**config.mk**
```make
export PLATFORM = sky130hd
export DESIGN_NAME = key_step_counter
export DESIGN_NICKNAME = d
export VERILOG_FILES = /design/src/rtl/key_step_counter_pkg.sv /design/src/rtl/key_step_counter_debounce.sv /design/src/rtl/key_step_counter.sv
export SDC_FILE = /design/constraint.sdc
export NUM_CORES = 1
export LEC_CHECK = 0
export CAP_MARGIN = 0
export CORE_MARGIN = 1
export CORE_UTILIZATION = 40
export DETAILED_ROUTE_END_ITERATION = 12
export SLEW_MARGIN = 20
export SYNTH_ARGS = -nofsm -noshare
export SYNTH_HDL_FRONTEND = slang
export SYNTH_HIERARCHICAL = 1
export SYNTH_SLANG_ARGS = --single-unit
```
**constraint.sdc**
```tcl
create_clock -name clk -period 5.4 [get_ports clk]
set_input_delay 0.54 -clock clk [delete_from_list [all_inputs] [get_ports clk]]
set_output_delay 0.54 -clock clk [all_outputs]
set_load 0.1 [all_outputs]
```
**src/rtl/key_step_counter_pkg.sv**
```systemverilog
// key_step_counter_pkg: shared FSM state encoding and default saturation bound
package key_step_counter_pkg;
    typedef enum logic [1:0] {IDLE, HOLD, REPEAT, LOCK} state_t;
    localparam int MAX_VALUE_DEF = 9999;
endpackage

```
**src/rtl/key_step_counter_debounce.sv**
```systemverilog
// key_debounce: 2-FF synchroniser plus stability counter for one active-low button
module key_debounce #(
    parameter int DEBOUNCE_CYCLES = 50000
) (
    input  logic clk,
    input  logic rst,
    input  logic raw_n,
    output logic pressed
);
    localparam int CW = $clog2(DEBOUNCE_CYCLES + 1);
    logic s1, s2;
    logic [CW-1:0] cnt;
    // synchronise, then flip the level only after a full run of differing samples
    always_ff @(posedge clk or posedge rst) begin
        if (rst) begin
            s1 <= 1'b1;
            s2 <= 1'b1;
            pressed <= 1'b0;
            cnt <= '0;
        end else begin
            s1 <= raw_n;
            s2 <= s1;
            if ((!s2) == pressed) cnt <= '0;
            else if (cnt == CW'(DEBOUNCE_CYCLES - 1)) begin
                pressed <= !s2;
                cnt <= '0;
            end else cnt <= cnt + 1'b1;
        end
    end
endmodule

```
**src/rtl/key_step_counter.sv**
```systemverilog
// key_step_counter: debounced add/sub/clear buttons driving a saturating 0..MAX_VALUE counter with auto-repeat
module key_step_counter
    import key_step_counter_pkg::*;
#(
    parameter int DEBOUNCE_CYCLES = 50000,
    parameter int HOLD_CYCLES = 8388608,
    parameter int REPEAT_CYCLES = 2097152,
    parameter int MAX_VALUE = MAX_VALUE_DEF
) (
    input  logic        clk,
    input  logic        rst,
    input  logic        add_n,
    input  logic        sub_n,
    input  logic        clr_n,
    output logic [15:0] value,
    output logic        changed
);
    localparam int TMAX = HOLD_CYCLES > REPEAT_CYCLES ? HOLD_CYCLES : REPEAT_CYCLES;
    localparam int TW = $clog2(TMAX + 1);
    logic add, sub, clr, dir, go_up, at_lim, held, other, step;
    logic [TW-1:0] timer;
    logic [15:0] step_val;
    state_t state;

    key_debounce #(.DEBOUNCE_CYCLES(DEBOUNCE_CYCLES)) u_add (.clk(clk), .rst(rst), .raw_n(add_n), .pressed(add));
    key_debounce #(.DEBOUNCE_CYCLES(DEBOUNCE_CYCLES)) u_sub (.clk(clk), .rst(rst), .raw_n(sub_n), .pressed(sub));
    key_debounce #(.DEBOUNCE_CYCLES(DEBOUNCE_CYCLES)) u_clr (.clk(clk), .rst(rst), .raw_n(clr_n), .pressed(clr));

    // step decision: direction, saturation and whether this cycle steps at all
    always_comb begin
        go_up = state == IDLE ? add : dir;
        at_lim = go_up ? value == 16'(MAX_VALUE) : value == 16'd0;
        step_val = go_up ? value + 16'd1 : value - 16'd1;
        held = dir ? add : sub;
        other = dir ? sub : add;
        step = !clr && ((state == IDLE && add != sub) ||
                        (state == HOLD && held && !other && timer == TW'(HOLD_CYCLES - 1)) ||
                        (state == REPEAT && held && !other && timer == TW'(REPEAT_CYCLES - 1)));
    end

    // FSM, hold/repeat timer and the saturating value register with its change pulse
    always_ff @(posedge clk or posedge rst) begin
        if (rst) begin
            state <= IDLE;
            timer <= '0;
            dir <= 1'b0;
            value <= '0;
            changed <= 1'b0;
        end else begin
            changed <= 1'b0;
            if (clr) begin
                state <= IDLE;
                timer <= '0;
                value <= '0;
                changed <= value != 16'd0;
            end else begin
                if (step && !at_lim) begin
                    value <= step_val;
                    changed <= 1'b1;
                end
                case (state)
                    IDLE: begin
                        timer <= '0;
                        dir <= add;
                        state <= add && sub ? LOCK : (add || sub) ? HOLD : IDLE;
                    end
                    HOLD: begin
                        state <= !held ? IDLE : other ? LOCK : step ? REPEAT : HOLD;
                        timer <= step ? '0 : timer + 1'b1;
                    end
                    REPEAT: begin
                        state <= !held ? IDLE : other ? LOCK : REPEAT;
                        timer <= step ? '0 : timer + 1'b1;
                    end
                    default: state <= (!add && !sub) ? IDLE : LOCK;
                endcase
            end
        end
    end
endmodule

```
# Word level (Yosys, flattened, before mapping)
# Index checks and enable logic that the tools add are counted.
[totals] reg_bits=101 mem_count=0 out_inout_bits=17 latch_bits=0 ramBits=0 romBits=0 input_bits=5 wordCells=97
[classes] reduce_logical=31 n_addsub=6 order_cmp=0 n_mul=0 mux=28 bitwise_logic=3 n_div=0 eq_ne=12 shift=0
[ops] operator="two-way mux 16 bit" count=9
[ops] operator="adder 16 x 1 -> 16 bit (second input constant)" count=4
[ops] operator="== test 16 bit (second input constant)" count=3
[ops] operator="two-way mux 24 bit" count=2
[ops] operator="case mux 24 bit (2 select lines)" count=1
[ops] operator="adder 24 x 1 -> 24 bit (second input constant)" count=1
[ops] operator="== test 24 x 21 -> 1 bit (second input constant)" count=1
[ops] operator="== test 24 x 23 -> 1 bit (second input constant)" count=1
[ops] operator="== test 16 x 14 -> 1 bit (second input constant)" count=1
[ops] operator="logical NOT 16 bit" count=1
[ops] operator="nonzero test 16 bit" count=1
[ops] operator="subtractor 16 x 1 -> 16 bit (second input constant)" count=1
[ops] operator="two-way mux 2 bit" count=7
[ops] operator="logical AND 1 bit" count=11
[ops] operator="logical NOT 1 bit" count=8
[ops] operator="two-way mux 1 bit" count=8
[ops] operator="case mux 2 bit (3 select lines)" count=1
[ops] operator="AND reduction 2 bit" count=3
[ops] operator="== test 1 bit" count=3
[ops] operator="logical OR 1 bit" count=3
[ops] operator="inverter 1 bit" count=3
[ops] operator="nonzero test 3 bit" count=1
[ops] operator="== test 2 x 1 -> 1 bit (second input constant)" count=1
[ops] operator="== test 2 bit (second input constant)" count=1
[ops] operator="other kinds (4)" count=4

# Logic depth before layout (Yosys ltp)
# Gate-level depths: netlist (run 1).
[depth] word_depth=12 mapped_depth=11 ltp_nobuf=11

# Cells and area by module
# The synthesis (run 1) kept the hierarchy.
[by_module_without_submodules] module="key_step_counter" n_inst=1 cells_per_inst=338 area_each_um2=3011.6 seq_area_each_um2=1101.1
[by_module_without_submodules] module="key_debounce" n_inst=3 cells_per_inst=88 area_each_um2=905.9 seq_area_each_um2=478.0

# Worst setup path after synthesis (run 1)
# OpenSTA, ideal clock, no wires.
[synth_timing] path_type="flip-flop to flip-flop" start="reg state[0]" end="reg value[15]" stages_incl_launch_ff=12 slack_ns=1.884 synth_period_minus_slack_ns=3.516 t_required_ns=5.307 path_buffers=0 arrival_time_ns=3.423 setup_ns=0.093 cell_sequence="dfrtp_1 inv_1 ha_1 mux2i_1 ha_1 a2111oi_0 o21ai_0 nand3_1 o21ai_0 or3_1 nand3_2 mux2i_1"
[synth_between] elab_chain_len=9
[synth_lines] item="from (decl)" line="key_step_counter.sv:23" source="state_t state;"
[synth_lines] item="from (signal assigned)" line="key_step_counter.sv:65" source="state <= add && sub ? LOCK : (add || sub) ? HOLD : IDLE;"
[synth_lines] item="from (signal assigned)" line="key_step_counter.sv:68" source="state <= !held ? IDLE : other ? LOCK : step ? REPEAT : HOLD;"
[synth_lines] item="from (signal assigned)" line="key_step_counter.sv:72" source="state <= !held ? IDLE : other ? LOCK : REPEAT;"
[synth_lines] item="== test 2 x 1 -> 1 bit" line="key_step_counter.sv:37" source="(state == HOLD && held && !other && timer == TW'(HOLD_CYCLES - 1)) ||"
[synth_lines] item="logical AND 1 bit (3 in series)" line="key_step_counter.sv:37"
[synth_lines] item="logical OR 1 bit" line="key_step_counter.sv:36" source="step = !clr && ((state == IDLE && add != sub) ||"
[synth_lines] item="logical OR 1 bit" line="key_step_counter.sv:37"
[synth_lines] item="logical AND 1 bit" line="key_step_counter.sv:36"
[synth_lines] item="logical AND 1 bit" line="key_step_counter.sv:57" source="if (step && !at_lim) begin"
[synth_lines] item="nonzero test 2 bit (no line)"
[synth_lines] item="to (signal assigned)" line="key_step_counter.sv:58" source="value <= step_val;"
[synth_lines] item="to (decl)" line="key_step_counter.sv:15" source="output logic [15:0] value,"
# Parallel ways exist; a longest one is shown, timed or not. The select of a mux whose other input is x is not followed.
# A chain may end at the register's enable or synchronous reset.

# Final worst setup path (run 1)
[layout_timing] start="reg state[0]" end="reg value[13]"
# Same word-level chain as after synthesis.

==> impl_table.tex, run 1 <==
\begin{tabular}{lr}
\hline
Metric & Value \\
\hline
\multicolumn{2}{l}{\textbf{GRT}} \\
Number of antenna violations at the first check in global routing & 0 \\
Via count of the first global-routing pass & 4,021 \\
GRT Resource Usage Total & 15.9\% \\
First-pass GRT wire length & 18.8 mm \\
Largest net degree at the start of global routing & 45 \\
Total gr overflow & 0 \\
\multicolumn{2}{l}{\textbf{Placement}} \\
Final GP Congestion & approximately 0.86 \\
HPWL after detailed placement & 7.60 mm \\
Count of buffers inserted at the top-level ports & 21 \\
Inst Count DP & 790 \\
Placed Instance Area & roughly 6000 um\^{}2 \\
\multicolumn{2}{l}{\textbf{CTS}} \\
Clock sink total & 101 \\
Maximum buffer depth of the clock tree & 2 \\
TritonCTS clock tree & yes \\
Cells resized by post-CTS repair & 0 \\
Clock Latency Late Sink & 350 ps \\
Clock-pin slew on the worst setup and hold paths & about 70 ps \\
Post-CTS setup buffer count & 0 \\
Cts bufs inserted & 9 \\
H-tree depth & 3 \\
Root buffer selected by CTS & sky130\_fd\_sc\_hd\_\_clkbuf\_16 \\
Post-CTS Hold Buffers & 0 \\
\multicolumn{2}{l}{\textbf{Timing}} \\
Share of the clock period used by the worst path after layout & 58.6\% \\
Skew final & 7.89 ps \\
Setup violation total in the final timing report & 0 \\
Unrepaired setup endpoints after global routing & false \\
Final hold viol count & 0 \\
Setup TNS after final layout & 0 ps \\
Pin slew with the least headroom to its limit & approximately 980 ps \\
Shortest clock period the worst path allows after layout & 3160 ps \\
Final Max Slew Viols & 0 \\
Worst relative slew slack & $\sim$35\% \\
Maximum clock frequency & between 300 and 400 MHz \\
\multicolumn{2}{l}{\textbf{Route}} \\
Met2 wire length & 5.08 mm \\
1st-iter DRT viols & 264 \\
Length of routed met3 wiring & 316 um \\
DR WL/cell & 13.5 um \\
DRC violations left & 0 \\
Sum of routed wire length over all layers & 10.9 mm \\
Count of antenna-violating nets left after detailed routing & 0 \\
Mean number of vias per cell & 5.23 \\
Uppermost signal routing layer after detailed routing & met4 \\
Met1 Wirelength & between 5 and 6 mm \\
Via count & 4,217 \\
Drt pass-1 iters & 4 \\
\multicolumn{2}{l}{\textbf{Logic synthesis}} \\
Sequential cell area fraction in the yosys report & 44.2\% \\
Number of standard cells after synthesis & $\sim$600 \\
Predominant post-synthesis flop cell & sky130\_fd\_sc\_hd\_\_dfrtp\_1 \\
Synth area leaders & sky130\_fd\_sc\_hd\_\_dfrtp\_1, sky130\_fd\_sc\_hd\_\_xnor2\_1, sky130\_fd\_sc\_hd\_\_nor2\_1 \\
Number of enable-type register cells in the synthesized netlist & 0 \\
Net Count, Synth & 633 \\
Per-instance average area after synthesis & 9.52 um\^{}2 \\
Post-synthesis cell area & 5730 um\^{}2 \\
Post-synthesis cell type count & 60 \\
Async set-or-reset flop fraction in the synthesized netlist & 100\% \\
Flop and latch count out of synthesis & $\sim$100 \\
Yosys top cell area share & between 40\% and 50\% \\
Synth Warn \# & 6 \\
Cell type with the highest aggregate area in the netlist & sky130\_fd\_sc\_hd\_\_dfrtp\_1 \\
\multicolumn{2}{l}{\textbf{Critical path}} \\
Required time at the endpoint of the critical path & 5640 ps \\
Kind of critical path & flip-flop to flip-flop \\
Worst r2r src & state[0]\$\_DFF\_PP0\_ \\
Cells on worst reg2reg path & 12 \\
CP Data Arrival Time & 3400 ps \\
Critical path capture point type & flip-flop \\
Endpoint of the most critical register-to-register path & value[13]\$\_DFFE\_PP0P\_ \\
Worst reg2reg setup slack & 2240 ps \\
CP max FO & 20 \\
Critical Path Sink & value[13]\$\_DFFE\_PP0P\_ \\
Timing startpoint of the critical path & state[0]\$\_DFF\_PP0\_ \\
Crit path launch type & flip-flop \\
\multicolumn{2}{l}{\textbf{Status}} \\
Run status & complete, no violations \\
\multicolumn{2}{l}{\textbf{Min path}} \\
Min-delay worst type & flip-flop to flip-flop \\
\multicolumn{2}{l}{\textbf{Final layout}} \\
Final standard cell count with taps included and fillers excluded & 806 \\
Synthesis-to-finish area growth & 10.9\% \\
Area of all placed cells without fillers & 6350 um\^{}2 \\
NumNets Final & 652 \\
Count of antenna diodes in the layout & 0 \\
Post-route core utilization & 45.6\% \\
Share of final-layout standard cells stronger than drive strength 1 & 6.71\% \\
\multicolumn{2}{l}{\textbf{Power}} \\
Power per standard cell area & 225 nW/um\^{}2 \\
Max rail drop VDD & 0.175 mV \\
Leak & 2.56 nW \\
Total design power & 1.43 mW \\
\multicolumn{2}{l}{\textbf{Die}} \\
Floorplan die height & 122 um \\
Effective utilization at floorplan & about two fifths \\
Num rows & 43 \\
Horizontal extent of the die & 122 um \\
Placeable core region & approximately 14,000 um\^{}2 \\
Count of pins on the block boundary & 22 \\
Area of the die & 14,800 um\^{}2 \\
\multicolumn{2}{l}{\textbf{Run}} \\
Number of maximum-capacitance constraint violations & 0 \\
\hline
\end{tabular}
## per-layer routing
layer	global-route usage (%)	vias to the layer above
li1	-	2143
met5	0	-
met1	21.0	2010
met3	4.63	14
met2	25.6	50
met4	4.17	0
## power breakdown
part	switching (mW)	internal (mW)	total, mW
Combinational	0.0249	0.00996	0.0349
Clock	0.294	0.331	0.625
Sequential	0.00716	0.766	0.773
Total	0.326	1.11	1.43
## cells in the mapped netlist (all sizes together), types with 2 or more instances
master	count
o211ai	2
a21o	8
nor4	11
a31oi	4
xnor2	55
o22a	2
ha	25
nand3	31
or3	6
nor3	17
o21bai	4
nor3b	3
buf	10
nand4	27
or3b	3
mux2i	5
a211oi	4
nand2	51
nor2	88
dfstp	6
dfrtp	95
nand2b	17
nand4bb	6
and3	5
or4	5
o21ai	35
and4	3
inv	21
xor2	19
clkbuf	5
a21oi	14
## stage by stage
step	hold slack [ps]	setup slack, ps
6_report	357	2240
4_1_cts	357	2250
3_3_place_gp	345	2370
5_1_grt	359	1970
2_1_floorplan	345	1880
3_5_place_dp	347	2250
## worst max-delay path, cell delays in order, from the launching register on
cell and delay [ps]:
sky130_fd_sc_hd__dfrtp_1 400, sky130_fd_sc_hd__inv_1 100, sky130_fd_sc_hd__ha_1 280, sky130_fd_sc_hd__mux2i_1 210, sky130_fd_sc_hd__buf_4 270, sky130_fd_sc_hd__ha_1 280
sky130_fd_sc_hd__o21ai_0 180, sky130_fd_sc_hd__o21ai_0 370, sky130_fd_sc_hd__nand2_1 140, sky130_fd_sc_hd__o21ai_0 350, sky130_fd_sc_hd__a31oi_1 150, sky130_fd_sc_hd__xnor2_1 140
sky130_fd_sc_hd__a21o_1 180
## cell type report
cell class | count | area, um^2
Inverter | 21 | 78.8
Tap cell | 180 | 225
Sequential cell | 101 | 2530
Clock buffer | 11 | 243
Clock inverter | 5 | 43.8
Timing Repair Buffer | 23 | 225
Multi-Input combinational cell | 465 | 3000
Fill cell | 1308 | 7580
## sequential cells by signal (all words and copies together) (netlist names), 2 cells and up
signal and cells:
state 2, u_sub/cnt 16, u_add/cnt 16, u_clr/cnt 16, timer 24, value 16
## worst min path at each step
stage	cells after the start	slack, ps	endpoint	from
floorplan	0	350	u_add/s2$_DFF_PP1_	u_add/s1$_DFF_PP1_
global placement	0	350	u_add/s2$_DFF_PP1_	u_add/s1$_DFF_PP1_
detailed placement	0	350	u_sub/s2$_DFF_PP1_	u_sub/s1$_DFF_PP1_
CTS	0	360	u_sub/s2$_DFF_PP1_	u_sub/s1$_DFF_PP1_
global route	0	360	u_clr/s2$_DFF_PP1_	u_clr/s1$_DFF_PP1_
finish	0	360	u_sub/s2$_DFF_PP1_	u_sub/s1$_DFF_PP1_
## cell usage in the layout, fill, tap and decap left out, drive strengths merged, types with 2 or more instances in the layout
cell type      synthesis  final
dfrtp                 95     95
nor2                  88     88
xnor2                 55     55
nand2                 51     51
o21ai                 35     35
nand3                 31     31
nand4                 27     27
ha                    25     25
inv                   21     22
clkdlybuf4s50          0     21
xor2                  19     19
nand2b                17     17
nor3                  17     17
a21oi                 14     14
nor4                  11     11
clkbuf                 5     11
a21o                   8      8
or3                    6      6
nand4bb                6      6
dfstp                  6      6
mux2i                  5      5
or4                    5      5
and3                   5      5
a211oi                 4      4
o21bai                 4      4
a31oi                  4      4
nor3b                  3      3
and4                   3      3
or3b                   3      3
o22a                   2      2
o211ai                 2      2
clkinvlp               0      2
buf                   10      2
clkinv                 0      2
## cell families (layout without fill, tap and decap cells)
kind of cell | count (synthesis) | after routing | synth area share (%)
compound gates | 84 | 84 | 9.33
xor+xnor | 74 | 74 | 11.3
fa+ha+maj | 26 | 26 | 5.81
buf+inv | 36 | 60 | 3.32
flops | 101 | 101 | 44.2
mux | 5 | 5 | 0.874
simple gates | 276 | 276 | 25.1
Note: power is estimated with default switching activity, not from simulation.
==> run 2, diff against run 1 <==
==> constraint.sdc (replaced) <==
create_clock -name clk -period 2.7 [get_ports clk]
set_input_delay 0.27 -clock clk [delete_from_list [all_inputs] [get_ports clk]]
set_output_delay 0.27 -clock clk [all_outputs]
set_load 0.1 [all_outputs]
==> run 2 against run 1 <==
Effect of this change: combinational power rose by 110%; global-route usage rose by 0.99 points; first-iteration DRC count rose by 16%; count of clock-buffer cells in the layout fell by 1; routed wire length rose by 8.5%; clock skew barely moved; critical path type unchanged; largest power group unchanged.
==> impl_table.tex, run 2 (same netlist as run 1, synthesis figures left out) <==
\begin{tabular}{lr}
\hline
Metric & Value \\
\hline
\multicolumn{2}{l}{\textbf{GRT}} \\
Total gr overflow & 0 \\
GRT Resource Usage Total & 16.9\% \\
First-pass GRT wire length & 20.0 mm \\
Number of antenna violations at the first check in global routing & 0 \\
Largest net degree at the start of global routing & 26 \\
Via count of the first global-routing pass & 4,253 \\
\multicolumn{2}{l}{\textbf{Placement}} \\
Count of buffers inserted at the top-level ports & 21 \\
Setup slack after placement & -74.8 ps \\
Inst Count DP & 803 \\
HPWL after detailed placement & 8.19 mm \\
Final GP Congestion & 0.842 \\
Placed Instance Area & 6240 um\^{}2 \\
\multicolumn{2}{l}{\textbf{Route}} \\
Met2 wire length & 5.74 mm \\
Length of routed met3 wiring & between 300 and 400 um \\
DRC violations left & 0 \\
Uppermost signal routing layer after detailed routing & met4 \\
Via count & 4,368 \\
1st-iter DRT viols & 305 \\
Met1 Wirelength & 5.68 mm \\
Sum of routed wire length over all layers & between 10 and 15 mm \\
Count of antenna-violating nets left after detailed routing & 0 \\
Mean number of vias per cell & 5.26 \\
DR WL/cell & between 10 and 15 um \\
Drt pass-1 iters & 4 \\
\multicolumn{2}{l}{\textbf{Critical path}} \\
Kind of critical path & flip-flop to flip-flop \\
Critical path capture point type & flip-flop \\
Required time at the endpoint of the critical path & 2980 ps \\
CP Data Arrival Time & 2940 ps \\
Crit path launch type & flip-flop \\
CP max FO & 6 \\
\multicolumn{2}{l}{\textbf{Timing}} \\
Final hold viol count & 0 \\
Maximum clock frequency & 375 MHz \\
Pin slew with the least headroom to its limit & 926 ps \\
Skew final & 7.98 ps \\
Unrepaired setup endpoints after global routing & true \\
Setup WS post-layout & 34.5 ps \\
Worst relative slew slack & between 30 and 40\% \\
Shortest clock period the worst path allows after layout & 2670 ps \\
Share of the clock period used by the worst path after layout & 98.7\% \\
Minimum hold slack & about 320 ps \\
Final Max Slew Viols & 0 \\
Setup violation total in the final timing report & 0 \\
\multicolumn{2}{l}{\textbf{CTS}} \\
Maximum buffer depth of the clock tree & 2 \\
Cts bufs inserted & 9 \\
H-tree depth & 3 \\
Clock-pin slew on the worst setup and hold paths & 80 ps \\
Clock sink total & 101 \\
Clock Latency Late Sink & 360 ps \\
Post-CTS Hold Buffers & 0 \\
Root buffer selected by CTS & sky130\_fd\_sc\_hd\_\_clkbuf\_16 \\
TritonCTS clock tree & yes \\
\multicolumn{2}{l}{\textbf{Power}} \\
Switching power & 0.694 mW \\
Internal power consumption & 2.23 mW \\
Power per standard cell area & 434 nW/um\^{}2 \\
Logic gate share of total power & 2.5\% \\
Relative contribution of the clock network to total power & 44.7\% \\
Max rail drop VDD & 0.339 mV \\
Switching part of the total & a little under a quarter \\
Total design power & around 2.9 mW \\
Leak & 2.77 nW \\
Register share of total power & 52.9\% \\
\multicolumn{2}{l}{\textbf{Final layout}} \\
NumNets Final & 677 \\
Number of flip-flops in the largest register & 24 \\
Combined area of the multi-input logic cells & 3180 um\^{}2 \\
Count of antenna diodes in the layout & 0 \\
Final standard cell count with taps included and fillers excluded & slightly above 800 \\
FF/Latch Area & 2530 um\^{}2 \\
Share of final-layout standard cells stronger than drive strength 1 & 16.4\% \\
Synthesis-to-finish area growth & 17.5\% \\
Fill count & roughly 1,300 \\
Largest register by flop count & timer \\
Area of all placed cells without fillers & between 6000 and 7000 um\^{}2 \\
Most common library cell in the layout ignoring fill and taps & sky130\_fd\_sc\_hd\_\_dfrtp\_1 \\
Top library cells by usage in the layout, fill and taps aside & sky130\_fd\_sc\_hd\_\_dfrtp\_1, sky130\_fd\_sc\_hd\_\_nor2\_1, sky130\_fd\_sc\_hd\_\_xnor2\_1 \\
\multicolumn{2}{l}{\textbf{Status}} \\
Run status & complete, no violations \\
\multicolumn{2}{l}{\textbf{Die}} \\
Floorplan die height & 122 um \\
Horizontal extent of the die & 122 um \\
Placeable core region & 13,900 um\^{}2 \\
Count of pins on the block boundary & 22 \\
Area of the die & about 15,000 um\^{}2 \\
Num rows & between 40 and 50 \\
Effective utilization at floorplan & 41.1\% \\
\multicolumn{2}{l}{\textbf{Run}} \\
Number of maximum-capacitance constraint violations & 0 \\
\multicolumn{2}{l}{\textbf{Min path}} \\
Min-delay worst type & primary input to flip-flop \\
\hline
\end{tabular}
## run 2: cell count changes in the layout (fill, tap and decap cells not counted), moves of 3 or more
cell,delta
sky130_fd_sc_hd__buf_4,+36
sky130_fd_sc_hd__ha_4,+6
sky130_fd_sc_hd__a211oi_1,-3
sky130_fd_sc_hd__o21ai_0,-7
sky130_fd_sc_hd__clkdlybuf4s50_1,-17
sky130_fd_sc_hd__buf_6,+5
sky130_fd_sc_hd__o21ai_1,+5
sky130_fd_sc_hd__ha_1,-8
## run 2: metrics by stage
| step | utilization (%) | setup TNS (ps) |
|---|---|---|
| floorplan | - | -218 |
| finish | 48.3 | 0 |
| global placement | 44.8 | 0 |
| CTS | 47.2 | 0 |
| detailed placement | 44.8 | -169 |
| global route | 48.3 | -276 |
## run 2: routing by layer
metal,GRT usage (%),vias to the layer above
met4,4.09,0
met2,27.4,55
met1,22.4,2113
met5,0,-
li1,-,2196
met3,4.63,4
## run 2: final cells by class
cell class	instances	area share, %
Clock inverter	6	1.00
Timing Repair Buffer	48	5.97
Multi-Input combinational cell	465	47.3
Inverter	21	1.17
Sequential cell	101	37.7
Tap cell	180	3.35
Clock buffer	10	3.55
## run 2: final timing paths
kind,slack [ps],depth (start not counted),endpoint,start
worst max-delay path,30,12,value[15]$_DFFE_PP0P_,state[0]$_DFF_PP0_
worst min-delay path,320,1,u_sub/s1$_DFF_PP1_,sub_n
worst max register to register,30,12,value[15]$_DFFE_PP0P_,state[0]$_DFF_PP0_
worst min register to register,360,0,u_clr/s2$_DFF_PP1_,u_clr/s1$_DFF_PP1_
max in group asynchronous,1610,3,timer[6]$_DFFE_PP0P_,rst
min in group asynchronous,460,2,state[0]$_DFF_PP0_,rst
## run 2: power by group through the flow
| stage | registers, mW | logic, mW | clock network [mW] |
|---|---|---|---|
| after floorplan | 1.57 | 0.0566 | 0 |
| after global placement | 1.57 | 0.0735 | 0 |
| after detailed placement | 1.57 | 0.0756 | 0 |
| after CTS | 1.54 | 0.0754 | 1.35 |
| after global routing | 1.55 | 0.0856 | 1.41 |
| final | 1.54 | 0.0720 | 1.31 |
## run 2: what timing repair did
| item | 4_1_cts | 5_1_grt |
|---|---|---|
| gates resized for setup | 2 | 22 |
| setup endpoints to repair | 4 | 6 |
| buffers inserted | 3 | 8 |
| gates cloned | 0 | 1 |
| pin swaps | 0 | 8 |
## run 2: critical path, cell delays in order (launching register included)
cell and delay (ps):
sky130_fd_sc_hd__dfrtp_1 390, sky130_fd_sc_hd__inv_2 80, sky130_fd_sc_hd__ha_4 150, sky130_fd_sc_hd__mux2i_4 370, sky130_fd_sc_hd__buf_6 200, sky130_fd_sc_hd__ha_4 230, sky130_fd_sc_hd__a21o_1 200, sky130_fd_sc_hd__a21o_1 200
sky130_fd_sc_hd__a21oi_2 130, sky130_fd_sc_hd__o21ai_1 90, sky130_fd_sc_hd__or3_1 320, sky130_fd_sc_hd__nand3_2 70, sky130_fd_sc_hd__mux2i_1 170
